**config.mk**
```make
export PLATFORM = sky130hd
export DESIGN_NAME = pc_sequencer
export DESIGN_NICKNAME = d
export VERILOG_FILES = /design/src/rtl/pc_sequencer.sv
export SDC_FILE = /design/constraint.sdc
export NUM_CORES = 1
export LEC_CHECK = 0
export CORE_MARGIN = 2
export CORE_UTILIZATION = 35
export DETAILED_ROUTE_END_ITERATION = 16
export PLACE_DENSITY_LB_ADDON = 0.25
export SETUP_SLACK_MARGIN = 0.4
export SYNTH_ARGS = -nofsm -noshare
export SYNTH_HDL_FRONTEND = slang
export SYNTH_SLANG_ARGS = --single-unit
export TNS_END_PERCENT = 5
```
**constraint.sdc**
```tcl
create_clock -name clk -period 4.66 [get_ports clk]
set_input_delay 0.932 -clock clk [delete_from_list [all_inputs] [get_ports clk]]
set_output_delay 0.932 -clock clk [all_outputs]
set_load 0.005 [all_outputs]
```
**src/rtl/pc_sequencer.sv**
```systemverilog
// rtl/pc_sequencer.sv - MIPS program counter sequencer with branch delay slot.
// Optional misaligned-JR detection is built when PC_ALIGN_CHECK_EN is defined.
module pc_sequencer #(
  parameter logic [31:0] RESET_VECTOR = 32'hBFC00000,
  parameter logic [31:0] HALT_ADDR    = 32'h00000000
) (
  input  logic        clk,
  input  logic        reset_n,
  input  logic        instr_valid,
  input  logic        stall,
  input  logic        branch_taken,
  input  logic [15:0] branch_offset,
  input  logic        jump,
  input  logic [25:0] jump_target,
  input  logic        jump_reg,
  input  logic [31:0] reg_target,
  output logic [31:0] pc,
  output logic [31:0] link_addr,
  output logic        in_delay_slot,
  output logic        fetch_en,
`ifdef PC_ALIGN_CHECK_EN
  output logic        addr_error,
`endif
  output logic        active
);

  typedef enum logic [1:0] {
    RUN   = 2'd0,
    DELAY = 2'd1,
    HALT  = 2'd2
  } state_t;

  state_t      state;
  logic [31:0] pending_target;
  logic [31:0] pc_plus4;
  logic [31:0] branch_target;
  logic [31:0] jump_abs_target;
  logic [31:0] selected_target;
  logic        transfer;
  logic        accept;
  logic        go_halt;

`ifdef PC_ALIGN_CHECK_EN
  logic        misalign_pending;
  logic        jr_misaligned;
  assign jr_misaligned = jump_reg && (reg_target[1:0] != 2'b00);
  assign go_halt       = misalign_pending || (pending_target == HALT_ADDR);
`else
  assign go_halt       = (pending_target == HALT_ADDR);
`endif

  assign pc_plus4        = pc + 32'd4;
  assign link_addr       = pc + 32'd8;
  assign branch_target   = pc_plus4 + {{14{branch_offset[15]}}, branch_offset, 2'b00};
  assign jump_abs_target = {pc_plus4[31:28], jump_target, 2'b00};
  assign transfer        = jump_reg || jump || branch_taken;
  assign accept          = instr_valid && !stall;

  always_comb begin
    selected_target = branch_target;
    if (jump_reg)
      selected_target = reg_target;
    else if (jump)
      selected_target = jump_abs_target;
  end

  always_ff @(posedge clk) begin
    if (!reset_n) begin
      pc             <= RESET_VECTOR;
      state          <= RUN;
      pending_target <= 32'd0;
      in_delay_slot  <= 1'b0;
      fetch_en       <= 1'b1;
      active         <= 1'b1;
`ifdef PC_ALIGN_CHECK_EN
      misalign_pending <= 1'b0;
      addr_error       <= 1'b0;
`endif
    end else if (accept) begin
      case (state)
        RUN: begin
          pc <= pc_plus4;
          if (transfer) begin
            pending_target <= selected_target;
            state          <= DELAY;
            in_delay_slot  <= 1'b1;
`ifdef PC_ALIGN_CHECK_EN
            if (jr_misaligned) begin
              misalign_pending <= 1'b1;
              addr_error       <= 1'b1;
            end
`endif
          end
        end
        DELAY: begin
          // Strobes seen in the delay slot are deliberately dropped.
          in_delay_slot <= 1'b0;
          if (go_halt) begin
            pc       <= HALT_ADDR;
            state    <= HALT;
            fetch_en <= 1'b0;
            active   <= 1'b0;
          end else begin
            pc    <= pending_target;
            state <= RUN;
          end
        end
        default: begin
          // HALT is terminal until reset.
          pc <= HALT_ADDR;
        end
      endcase
    end
  end

endmodule

```
# Yosys cells after proc, flatten, opt, wreduce, memory -nomap -nowiden
# Cells that the tools add are included.
[totals] ff_bits=68 in_bits=81 output_inout_bits=67 wordCells=29
[classes] n_addsub=3 eq_ne=2 mux=9 reduce_logical=10
[op_table] operator="two-way mux 32 bit" n=3
[op_table] operator="one-hot mux 32 bit (2 select lines)" n=1
[op_table] operator="adder 32 x 3 -> 32 bit, second input constant" n=1
[op_table] operator="adder 32 bit" n=1
[op_table] operator="adder 32 x 4 -> 32 bit, second input constant" n=1
[op_table] operator="logical NOT 32 bit" n=1
[op_table] operator="AND reduction 3 bit" n=3
[op_table] operator="two-way mux 2 bit" n=2
[op_table] operator="one-hot mux 2 bit (2 select lines)" n=1
[op_table] operator="equality test 2 x 1 -> 1 bit, second input constant" n=1
[op_table] operator="logical NOT 2 bit" n=1
[op_table] operator="logical OR 1 bit" n=2
[op_table] operator="!= test 2 bit, second input constant" n=1
[op_table] operator="one-hot mux 1 bit (2 select lines)" n=1
[op_table] operator="nonzero test 2 bit" n=1
[op_table] operator="logical AND 1 bit" n=1
[op_table] operator="logical NOT 1 bit" n=1
[op_table] operator="two-way mux 1 bit" n=1

# Logic depth before layout (Yosys ltp)
# Gate-level depths: netlist of the first run.
[logic_depth] word_depth=4 depth_mapped=19 depth_no_buf=18

# Worst setup path before layout of the first run
# OpenSTA, ideal clock, no wires.
[synth_path] path_kind="register -> register" start="register pc[3]" end="register pending_target[28]" setup_time_ns=0.128 arrival_ns=3.597 required_time_ns=4.532 setup_slack_ns=0.936 stages_incl_launch_ff=17 n_path_buf=1 period_less_slack_ns=3.724 cell_sequence="dfxtp_1 > ha_1 > and3_1 > nand3_1 > nor2_2 > and3_1 > buf_4 > nand3_1 > xnor2_1 > ha_1 > or3b_2 > o21ai_1 > a21oi_1 > or3b_1 > and4_1 > o21ai_0 > a21oi_1"
[synth_via] elab_chain_len=4
[synth_lines] item="start: declaration" line_no="17" source="output logic [31:0] pc,"
[synth_lines] item="start signal: assignment" line_no="82" source="pc <= pc_plus4;"
[synth_lines] item="start signal: assignment" line_no="104" source="pc <= pending_target;"
[synth_lines] item="adder 32 x 3 -> 32 bit *" line_no="52" source="assign pc_plus4 = pc + 32'd4;"
[synth_lines] item="adder 32 bit" line_no="54" source="assign branch_target = pc_plus4 + {{14{branch_offset[15]}}, branch_offset, 2'b00};"
[synth_lines] item="two-way mux 32 bit *" line_no="63" source="else if (jump)"
[synth_lines] item="two-way mux 32 bit *" line_no="61" source="if (jump_reg)"
[synth_lines] item="end signal: assignment" line_no="84" source="pending_target <= selected_target;"
[synth_lines] item="end: declaration" line_no="34" source="logic [31:0] pending_target;"
# Mark *: on every way between the ends. The rest lies on a longest branch, timed or not.
# A chain may end at the register's enable or synchronous reset.

# Final worst setup path of the first run
[layout_path] start="register pc[4]" end="register pending_target[24]"
[layout_via] elab_chain_len=4
[layout_lines] item="adder 32 x 3 -> 32 bit" line_no="52"
[layout_lines] item="adder 32 bit" line_no="54"
[layout_lines] item="two-way mux 32 bit" line_no="63"
[layout_lines] item="two-way mux 32 bit" line_no="61"
# No other way between the ends.

==> impl_metrics.tcl, run 1 <==
set metrics [dict create \
    outcome "completed" \
    pin_count 148 \
    htree_levels 3 \
    clk_path_buf_depth 2 \
    r2r_start "pc[4]$_SDFFE_PN0P_" \
    post-route-min-period_ns 4.104 \
    final_layout_size_suffix_gt1_frac 0.06696 \
    grt_pass1_wl_um 32460 \
    post-route-util 0.4762 \
    overflow 0 \
    vias 6321 \
    wl_um 20960 \
    ys.flop_type "dfxtp_1" \
    grt_max_degree 40 \
    rr_worst_depth 15 \
    post-route-drc-count 0 \
    setup_viol 0 \
    layout.cells.non_filler 1131 \
    cts_hold_buf 0 \
    syn_avg_cell_area_sq_um 7.353 \
    clk_latency_ns 0.34 \
    netlist_area_sq_mm 0.005831 \
    post-place-ws_ns 0.4239 \
    final_common_cell "clkdlybuf4s50_1" \
    initial_core_util 0.3554 \
    cp.arrival_ns 4.35 \
    hold_viol 0 \
    fin_tns_setup_ns 0 \
    dieArea_sq_mm 0.01771 \
    setup.worst_path.end_class "flip-flop" \
    layout.nets 1025 \
    dpl.hpwl_um 16270 \
    cts.sinks 67 \
    ys_seq_area_frac 0.2300 \
    max_slew_margin 0.2642 \
    mostFrequentLayoutCells "clkdlybuf4s50_1 (147), nand2_1 (83), a21oi_1 (78), nor2_1 (77), dfxtp_1 (65)" \
    syn_inst 793 \
    dieHeight_um 133.1 \
    ys_types 69 \
    grt_pass1_vias 5784 \
    row_count 47 \
    synthToLayoutAreaGrowth_pct 33.99 \
    r2r_end "pending_target[24]$_SDFFE_PN0P_" \
    numCtsBuffers 9 \
    required_ns 4.90 \
    dp_cells 1115 \
    skew_ns 0.009937 \
    crit_type "flip-flop to flip-flop" \
    cts_root_buf "clkbuf_16" \
    synth_edf_count 0 \
    report.final.slew_viol_count 0 \
    worst_slew_pin_slew_ns 1.100 \
    powerDensity_mw_per_mm2 240.0 \
    worstHoldPathType "flip-flop to flip-flop" \
    wl_per_cell_um 18.54 \
    track_usage 0.2317 \
    fin_ws_ns 0.5561 \
    core_sq_mm 0.01641 \
    post-cts-setup-buffer-count 0 \
    path_clk_slew_ns 0.06 \
    fillCellCount 1623 \
    fmax_ghz 0.2437 \
    worstHoldStart "pending_target[17]$_SDFFE_PN0P_" \
    ys_ff_latch 67 \
    via_per_inst 5.589 \
    place.gp.congestion 0.9547 \
    hold_end "pending_target[17]$_SDFFE_PN0P_" \
    finalCritPeriodShare 0.8807 \
    synth_nets 912 \
    drv_cap 0 \
    grt_antenna_before_repair 0 \
    port_buffers 147 \
    final_antenna_net_count 0 \
    yosysWarningCount 0 \
    worstSetupStartpointType "flip-flop" \
    die_w_um 133.1 \
    vdd_drop_max_mv 0.1476 \
    drt-initial-drc-count 549 \
    rsz0062_at_grt "true" \
    r2r_setup_slack_ns 0.56 \
    diodes 0 \
    cp_max_fo 9 \
    cts_tree "built" \
    min_path_cells 2 \
    dr.pass1.iters 5 \
    synthArstFlopShare 0 \
    p_leak_nw 3.132 \
]
## worst max path at each step
stage | from | to | slack [ns] | cells after the start
5_1_grt | pc[4]$_SDFFE_PN0P_ | pending_target[24]$_SDFFE_PN0P_ | 0.37 | 15
4_1_cts | pc[4]$_SDFFE_PN0P_ | pending_target[31]$_SDFFE_PN0P_ | 0.41 | 17
3_3_place_gp | pc[3]$_SDFFE_PN0P_ | pending_target[31]$_SDFFE_PN0P_ | 0.51 | 18
3_5_place_dp | pc[3]$_SDFFE_PN0P_ | pending_target[31]$_SDFFE_PN0P_ | 0.42 | 18
6_report | pc[4]$_SDFFE_PN0P_ | pending_target[24]$_SDFFE_PN0P_ | 0.56 | 15
2_1_floorplan | pc[3]$_SDFFE_PN0P_ | pending_target[28]$_SDFFE_PN0P_ | 0.94 | 16
## flip-flops by register name (all words and copies together), names as in the netlist
register / cells
pending_target: 32
active: 1
pc: 32
state: 2
## worst max-delay path: stages, from the launching register on
cell and delay (ns):
dfxtp_2 0.41, ha_1 0.27, nand2_1 0.14, nor3_4 0.22, buf_4 0.17, nand2_1 0.06, xnor2_1 0.41, ha_1 0.39
a21oi_1 0.17, o21ai_0 0.15, a211oi_1 0.51, o21ai_2 0.18, a21oi_1 0.32, o31ai_1 0.17, xnor2_1 0.17, a221oi_1 0.29
## Yosys cell counts, types with 4 or more instances
library cell	n	area, sq um
a211oi_1	8	60.06
a21o_1	15	112.6
a21oi_1	78	390.4
a221oi_1	10	87.58
a22oi_1	11	82.58
a31oi_1	7	43.79
and2_1	6	37.54
and3_1	14	87.58
and4_1	4	35.03
buf_4	8	60.06
clkbuf_1	48	180.2
dfxtp_1	67	1341
ha_1	37	462.9
inv_1	12	45.04
mux2i_1	14	140.1
nand2_1	83	311.6
nand2b_1	5	31.28
nand3_1	32	160.2
nand4_1	11	68.82
nor2_1	78	292.8
nor2b_1	4	25.02
nor3_1	18	90.09
nor4_1	10	62.56
o211ai_1	17	127.6
o21a_1	6	45.04
o21ai_0	47	235.2
o22ai_1	4	25.02
o31ai_1	6	45.04
or3_1	9	56.30
xnor2_1	44	385.4
xor2_1	31	271.5
## metrics by stage
| step | area (sq um) | power [W] | hold WS (ns) |
|---|---|---|---|
| final | 7812 | 0.001875 | 0.4950 |
| after global routing | 7812 | 0.001950 | 0.5136 |
| after CTS | 7759 | 0.001867 | 0.4908 |
| after detailed placement | 7432 | 0.001135 | 0.4828 |
| after global placement | 7432 | 0.001134 | 0.4758 |
| after floorplan | 5831 | 0.0009258 | 0.4483 |
## area by class of cell
type                       count  area [sq um]  share of cell area
sequential                    67          1344              0.1720
clock inverter                 7         92.59             0.01185
inverter                      13         48.80            0.006246
timing repair buffer         163          1592              0.2037
tap                          220         275.3             0.03523
multi-input combinational    652          4235              0.5421
clock buffer                   9         225.2             0.02883
## routing by layer
metal | wire length (um) | vias to the layer above | track usage
li1 | - | 3099 | -
met1 | 9828 | 2914 | 0.3419
met2 | 9411 | 276 | 0.3575
met3 | 1291 | 32 | 0.01992
met4 | 432 | 0 | 0.07049
met5 | 0 | - | 0
## repair_timing
action | in CTS | in global routing
endpoints found under the setup margin | 2 | 10
pin swaps | 0 | 1
resized for setup | 2 | 12
cloned | 0 | 0
## power by group
part	internal [W]	leakage, nW	total (W)	switching, W
clock network	0.000466	0.147	0.000742	0.000275
logic	0.000236	2.44	0.000485	0.000249
registers	0.000602	0.548	0.000648	0.0000458
total	0.00130	3.13	0.00187	0.000570
## logic make-up (layout without fill, tap and decap cells)
family,Yosys count,in the layout,share of synthesized area
simple gates,290,290,0.2393
compound gates,234,234,0.2539
xor+xnor,76,76,0.1155
buf+inv,74,192,0.05451
flops,67,67,0.2300
fa+ha+maj,38,38,0.08283
mux,14,14,0.02403
(Power assumes the default switching activity.)
==> inputs of run 2 (changes only) <==
--- a/config.mk
+++ b/config.mk
@@ -8,8 +8,9 @@
 export CORE_MARGIN = 2
 export CORE_UTILIZATION = 35
 export DETAILED_ROUTE_END_ITERATION = 16
-export PLACE_DENSITY_LB_ADDON = 0.25
+export PLACE_DENSITY_LB_ADDON = 0.2
 export SETUP_SLACK_MARGIN = 0.4
+export SLEW_MARGIN = 30
 export SYNTH_ARGS = -nofsm -noshare
 export SYNTH_HDL_FRONTEND = slang
 export SYNTH_SLANG_ARGS = --single-unit
==> run 2 against run 1 <==
  * Critical path depth unchanged
  * Maximum frequency increased by 1.6%
  * Sequential share of layout area shrank 0.32 points
  * Via count fell by 0.22%
  * Critical endpoint is now pending_target[28]$_SDFFE_PN0P_
==> impl_metrics.tcl, run 2 (synthesized netlist as in run 1, its figures left out) <==
set metrics [dict create \
    fin_tns_setup_ns 0 \
    final_common_cell "clkdlybuf4s50_1" \
    drv_cap 0 \
    critical_path.cell_chain "ha_1 > and3_1 > nand3_2 > nor2_4 > and3_2 > nand3_1 > xnor2_2 > ha_2 > or3b_2 > o21ai_4 > a21oi_1 > or3b_1 > and4_1 > o21ai_0 > a21oi_1" \
    hold_end "pending_target[8]$_SDFFE_PN0P_" \
    r2r_start "pc[3]$_SDFFE_PN0P_" \
    post-place-ws_ns 0.3227 \
    p_leak_nw 3.202 \
    worstHoldPathType "flip-flop to flip-flop" \
    startpoint "pc[3]$_SDFFE_PN0P_" \
    vias 6307 \
    grt_max_degree 40 \
    port_buffers 147 \
    post-route-min-period_ns 4.041 \
    wl_um 21390 \
    skew_ns 0.006046 \
    hold_viol 0 \
    required_ns 4.89 \
    track_usage 0.2363 \
    dp_cells 1121 \
    crit_type "flip-flop to flip-flop" \
    setup_viol 0 \
    fin_ws_ns 0.6187 \
    multi_input_area_sq_mm 0.004294 \
    max_slew_margin 0.3870 \
    rsz0062_at_grt "true" \
    hold-worst-slack_ns 0.5027 \
    via_per_inst 5.547 \
    p_int_w 0.001391 \
    dr.pass1.iters 5 \
    layout.nets 1032 \
    slowest_stage "or3b_2" \
    seq_power_share 0.329 \
    dpl.hpwl_um 16440 \
    grt_pass1_wl_um 32670 \
    cts_tree "built" \
    vdd_drop_max_mv 0.1604 \
    clk_latency_ns 0.35 \
    switching_share 0.2930 \
    path_clk_slew_ns 0.06 \
    worstSetupStartpointType "flip-flop" \
    comb_power_share 0.251 \
    initial_core_util 0.3554 \
    cp.arrival_ns 4.27 \
    htree_levels 3 \
    cts.sinks 67 \
    powerDensity_mw_per_mm2 247.4 \
    final_antenna_net_count 0 \
    dieArea_sq_mm 0.01771 \
    final_layout_size_suffix_gt1_frac 0.08070 \
    critPathMaxStageDelay_ns 0.50 \
    outcome "completed" \
    p_switching_w 0.0005766 \
    setup.worst_path.end_class "flip-flop" \
    numCtsBuffers 9 \
    worstHoldStart "pending_target[8]$_SDFFE_PN0P_" \
    place.gp.congestion 0.9168 \
    core_sq_mm 0.01641 \
    cp_max_fo 6 \
    report.final.slew_viol_count 0 \
    diodes 0 \
    post-route-drc-count 0 \
    layout.cells.non_filler 1137 \
    overflow 0 \
    rr_worst_depth 15 \
    min_path_cells 2 \
    crit_top_cell "a21oi_1" \
    die_w_um 133.1 \
    worst_slew_pin_slew_ns 0.9161 \
    register_area_sq_mm 0.001343 \
    grt_antenna_before_repair 0 \
    post-route-util 0.4849 \
    fillCellCount 1673 \
    r2r_setup_slack_ns 0.62 \
    row_count 47 \
    reg.largest.list "pc x32, pending_target x32, state x2" \
    drt-initial-drc-count 504 \
    fmax_ghz 0.2474 \
    mostFrequentLayoutCells "clkdlybuf4s50_1 (147), nand2_1 (83), nor2_1 (76), a21oi_1 (76), dfxtp_1 (66)" \
    synthToLayoutAreaGrowth_pct 36.44 \
    r2r_end "pending_target[28]$_SDFFE_PN0P_" \
    pin_count 148 \
    cts_root_buf "clkbuf_16" \
    dieHeight_um 133.1 \
    clk_path_buf_depth 2 \
    grt_pass1_vias 5759 \
    wl_per_cell_um 18.81 \
    power_frac_clock 0.420 \
    finalCritPeriodShare 0.8672 \
]
-- run 2: power groups by stage --
stage               sequential [W]  combinational (W)  clock (W)
CTS                       0.000645           0.000486   0.000826
detailed placement        0.000657           0.000483          0
finish                    0.000647           0.000495   0.000826
global placement          0.000657           0.000483          0
floorplan                 0.000637           0.000288          0
global route              0.000650           0.000541   0.000844
-- run 2: timing repair --
| item | 4_1_cts | 5_1_grt |
|---|---|---|
| buffers inserted | 0 | 1 |
| setup endpoints to repair | 4 | 11 |
| pin swaps | 0 | 1 |
| hold buffers | 0 | 0 |
| resized for setup | 5 | 17 |
-- run 2: how the worst max path moves through the flow --
stage                                       to  slack (ns)  cells after the start
3_5_place_dp   pending_target[28]$_SDFFE_PN0P_        0.32                     15
6_report       pending_target[28]$_SDFFE_PN0P_        0.62                     15
5_1_grt        pending_target[28]$_SDFFE_PN0P_        0.39                     15
4_1_cts        pending_target[28]$_SDFFE_PN0P_        0.40                     15
3_3_place_gp   pending_target[28]$_SDFFE_PN0P_        0.34                     15
2_1_floorplan  pending_target[28]$_SDFFE_PN0P_        0.94                     16
-- run 2: layout make-up --
| class | count | area share |
|---|---|---|
| clock buffer | 11 | 0.03177 |
| clock inverter | 4 | 0.01227 |
| inverter | 13 | 0.006134 |
| multi-input combinational | 652 | 0.5398 |
| sequential | 67 | 0.1688 |
| tap | 220 | 0.03460 |
| timing repair buffer | 170 | 0.2067 |
-- run 2: layer usage --
layer,global-route usage,share of wire,vias to the layer above
met5,0,0,-
met4,0.07109,0.017,0
met3,0.02529,0.061,26
met2,0.3644,0.44,241
met1,0.3461,0.48,2938
li1,-,-,3102
-- run 2: through the flow --
stage / total power [W] / instance area [sq um]
floorplan: 0.0009258 / 5831
global placement: 0.001140 / 7477
detailed placement: 0.001140 / 7487
CTS: 0.001957 / 7864
global route: 0.002036 / 7955
finish: 0.001968 / 7955
-- run 2: worst max-delay path, delay by kind of cell, from the launching register on --
family / cells / cell delay (ns)
adder cells (fa/ha/maj): 2 / 0.62
AO/OA/AOI/OAI: 4 / 0.60
flip-flops: 1 / 0.38
AND/OR/NAND/NOR: 8 / 2.12
XOR/XNOR: 1 / 0.21
==> inputs of run 3 (changes only) <==
--- a/config.mk
+++ b/config.mk
@@ -10,7 +10,7 @@
 export DETAILED_ROUTE_END_ITERATION = 16
 export PLACE_DENSITY_LB_ADDON = 0.2
 export SETUP_SLACK_MARGIN = 0.4
-export SLEW_MARGIN = 30
+export SLEW_MARGIN = 15
 export SYNTH_ARGS = -nofsm -noshare
 export SYNTH_HDL_FRONTEND = slang
 export SYNTH_SLANG_ARGS = --single-unit
==> run 3 against run 2 <==
  * Via count decreased by 1.4%
  * Sequential power is essentially flat
  * Die area unchanged
  * Setup slack improved by 0.0099 ns
  * Flip-flop and latch count unchanged
  * Routed wire length shrank 0.97%
  * Sequential share of layout area is 0.17 points higher
  * Global-route usage is 0.10 points lower
  * Clock-buffer cell count decreased by 2
  * Combinational power fell by 0.8%
  * Register-to-register slack barely moved
  * Critical path type unchanged
  * Highest routed layer unchanged
==> impl_metrics.tcl, run 3 (synthesized netlist as in run 1, its figures left out) <==
set metrics [dict create \
    port_buffers 147 \
    cts.sinks 67 \
    row_count 47 \
    rr_worst_depth 15 \
    synthToLayoutAreaGrowth_pct 35.24 \
    mostFrequentLayoutCells "clkdlybuf4s50_1 (147), nand2_1 (83), nor2_1 (77), a21oi_1 (76), dfxtp_1 (65)" \
    cts_tree "built" \
    dp_cells 1121 \
    dr.pass1.iters 5 \
    vdd_drop_max_mv 0.1641 \
    setup.worst_path.end_class "flip-flop" \
    grt_antenna_before_repair 0 \
    worstSetupStartpointType "flip-flop" \
    fmax_ghz 0.2481 \
    via_per_inst 5.467 \
    drv_cap 0 \
    worstHoldPathType "flip-flop to flip-flop" \
    path_clk_slew_ns 0.06 \
    grt_max_degree 40 \
    track_usage 0.2353 \
    outcome "completed" \
    pin_count 148 \
    grt_pass1_wl_um 32340 \
    htree_levels 3 \
    hold_viol 0 \
    worst_slew_pin_slew_ns 1.060 \
    endpoint "pending_target[28]$_SDFFE_PN0P_" \
    finalCritPeriodShare 0.8651 \
    die_w_um 133.1 \
    dpl.hpwl_um 16440 \
    final_layout_size_suffix_gt1_frac 0.08061 \
    layout.nets 1032 \
    initial_core_util 0.3554 \
    report.final.slew_viol_count 0 \
    final_common_cell "clkdlybuf4s50_1" \
    wl_per_cell_um 18.61 \
    drt-initial-drc-count 697 \
    required_ns 4.89 \
    overflow 0 \
    post-route-min-period_ns 4.031 \
    rsz0062_at_grt "true" \
    register_area_sq_mm 0.001344 \
    grt_pass1_vias 5686 \
    startpoint "pc[3]$_SDFFE_PN0P_" \
    dieHeight_um 133.1 \
    p_leak_nw 3.174 \
    r2r_end "pending_target[28]$_SDFFE_PN0P_" \
    numCtsBuffers 9 \
    wl_um 21180 \
    crit_type "flip-flop to flip-flop" \
    post-route-drc-count 0 \
    r2r_start "pc[3]$_SDFFE_PN0P_" \
    r2r_setup_slack_ns 0.63 \
    layout.cells.non_filler 1138 \
    place.gp.congestion 0.9168 \
    fillCellCount 1681 \
    core_sq_mm 0.01641 \
    cts_root_buf "clkbuf_16" \
    max_slew_margin 0.2907 \
    cp_max_fo 6 \
    reg.largest.list "pc x32, pending_target x32, state x2" \
    setup_viol 0 \
    multi_input_area_sq_mm 0.004279 \
    vias 6221 \
    skew_ns 0.007421 \
    fin_tns_setup_ns 0 \
    post-route-util 0.4806 \
    clk_path_buf_depth 2 \
    diodes 0 \
    cp.arrival_ns 4.26 \
    clk_latency_ns 0.35 \
    dieArea_sq_mm 0.01771 \
    powerDensity_mw_per_mm2 232.6 \
    final_antenna_net_count 0 \
]
run 3: cell types whose count changed in the layout (fill, tap and decap cells not counted):
| cell | delta |
|---|---|
| clkinv_2 | +3 |
| bufinv_16 | -2 |
| clkbuf_8 | -2 |
| a211oi_1 | +1 |
| a211oi_2 | -1 |
| clkinv_4 | +1 |
| clkinvlp_4 | +1 |
| dfxtp_1 | -1 |
| dfxtp_2 | +1 |
| nor2_1 | +1 |
| nor2_2 | -1 |
| o21ai_2 | +1 |
| o21ai_4 | -1 |
run 3: cell type report:
cell class	count	area share
tap	220	0.03491
multi-input combinational	652	0.5427
inverter	13	0.006189
sequential	67	0.1704
timing repair buffer	170	0.2085
clock inverter	7	0.008727
clock buffer	9	0.02856
run 3: layer usage:
layer | routed length [um] | global-route usage | part of all wire | vias up
met1 | 10070 | 0.3464 | 0.48 | 2843
met2 | 9260 | 0.3546 | 0.44 | 241
li1 | - | - | - | 3113
met4 | 355 | 0.05854 | 0.017 | 0
met5 | 0 | 0 | 0 | -
met3 | 1498 | 0.04100 | 0.071 | 24
run 3: worst min-delay path by stage:
stage	from	end	slack, ns	depth (start not counted)
after floorplan	pending_target[9]$_SDFFE_PN0P_	pending_target[9]$_SDFFE_PN0P_	0.45	2
after global placement	pending_target[12]$_SDFFE_PN0P_	pending_target[12]$_SDFFE_PN0P_	0.49	2
after detailed placement	pending_target[12]$_SDFFE_PN0P_	pending_target[12]$_SDFFE_PN0P_	0.49	2
after CTS	pending_target[12]$_SDFFE_PN0P_	pending_target[12]$_SDFFE_PN0P_	0.49	2
after global routing	pending_target[12]$_SDFFE_PN0P_	pending_target[12]$_SDFFE_PN0P_	0.52	2
final	pending_target[12]$_SDFFE_PN0P_	pending_target[12]$_SDFFE_PN0P_	0.50	2
run 3: critical path: stages, from the launching register on:
cell,delay [ns]
dfxtp_2,0.38
ha_1,0.22
and3_1,0.23
nand3_2,0.16
nor2_4,0.18
and3_2,0.29
nand3_1,0.15
xnor2_2,0.21
ha_2,0.40
or3b_2,0.49
o21ai_4,0.19
a21oi_1,0.15
or3b_1,0.40
and4_1,0.20
o21ai_0,0.17
a21oi_1,0.09
run 3: through the flow:
step | setup WS (ns) | total power [W] | hold WS [ns] | cell area (sq um)
after CTS | 0.3771 | 0.001829 | 0.4948 | 7790
after global placement | 0.3369 | 0.001140 | 0.4853 | 7477
after floorplan | 0.9355 | 0.0009258 | 0.4483 | 5831
after global routing | 0.3564 | 0.001910 | 0.5201 | 7885
after detailed placement | 0.3065 | 0.001139 | 0.4870 | 7477
final | 0.6287 | 0.001834 | 0.4972 | 7885
run 3: what timing repair did:
action	CTS	global route
setup endpoints to repair	3	10
resized for setup	4	18
hold buffers	0	0
buffers inserted	0	1
pin swaps	0	2
run 3: where the power goes:
part	total, W	switching [W]	internal, W
logic	0.000491	0.000252	0.000239
clock network	0.000695	0.000283	0.000412
registers	0.000647	0.0000449	0.000602
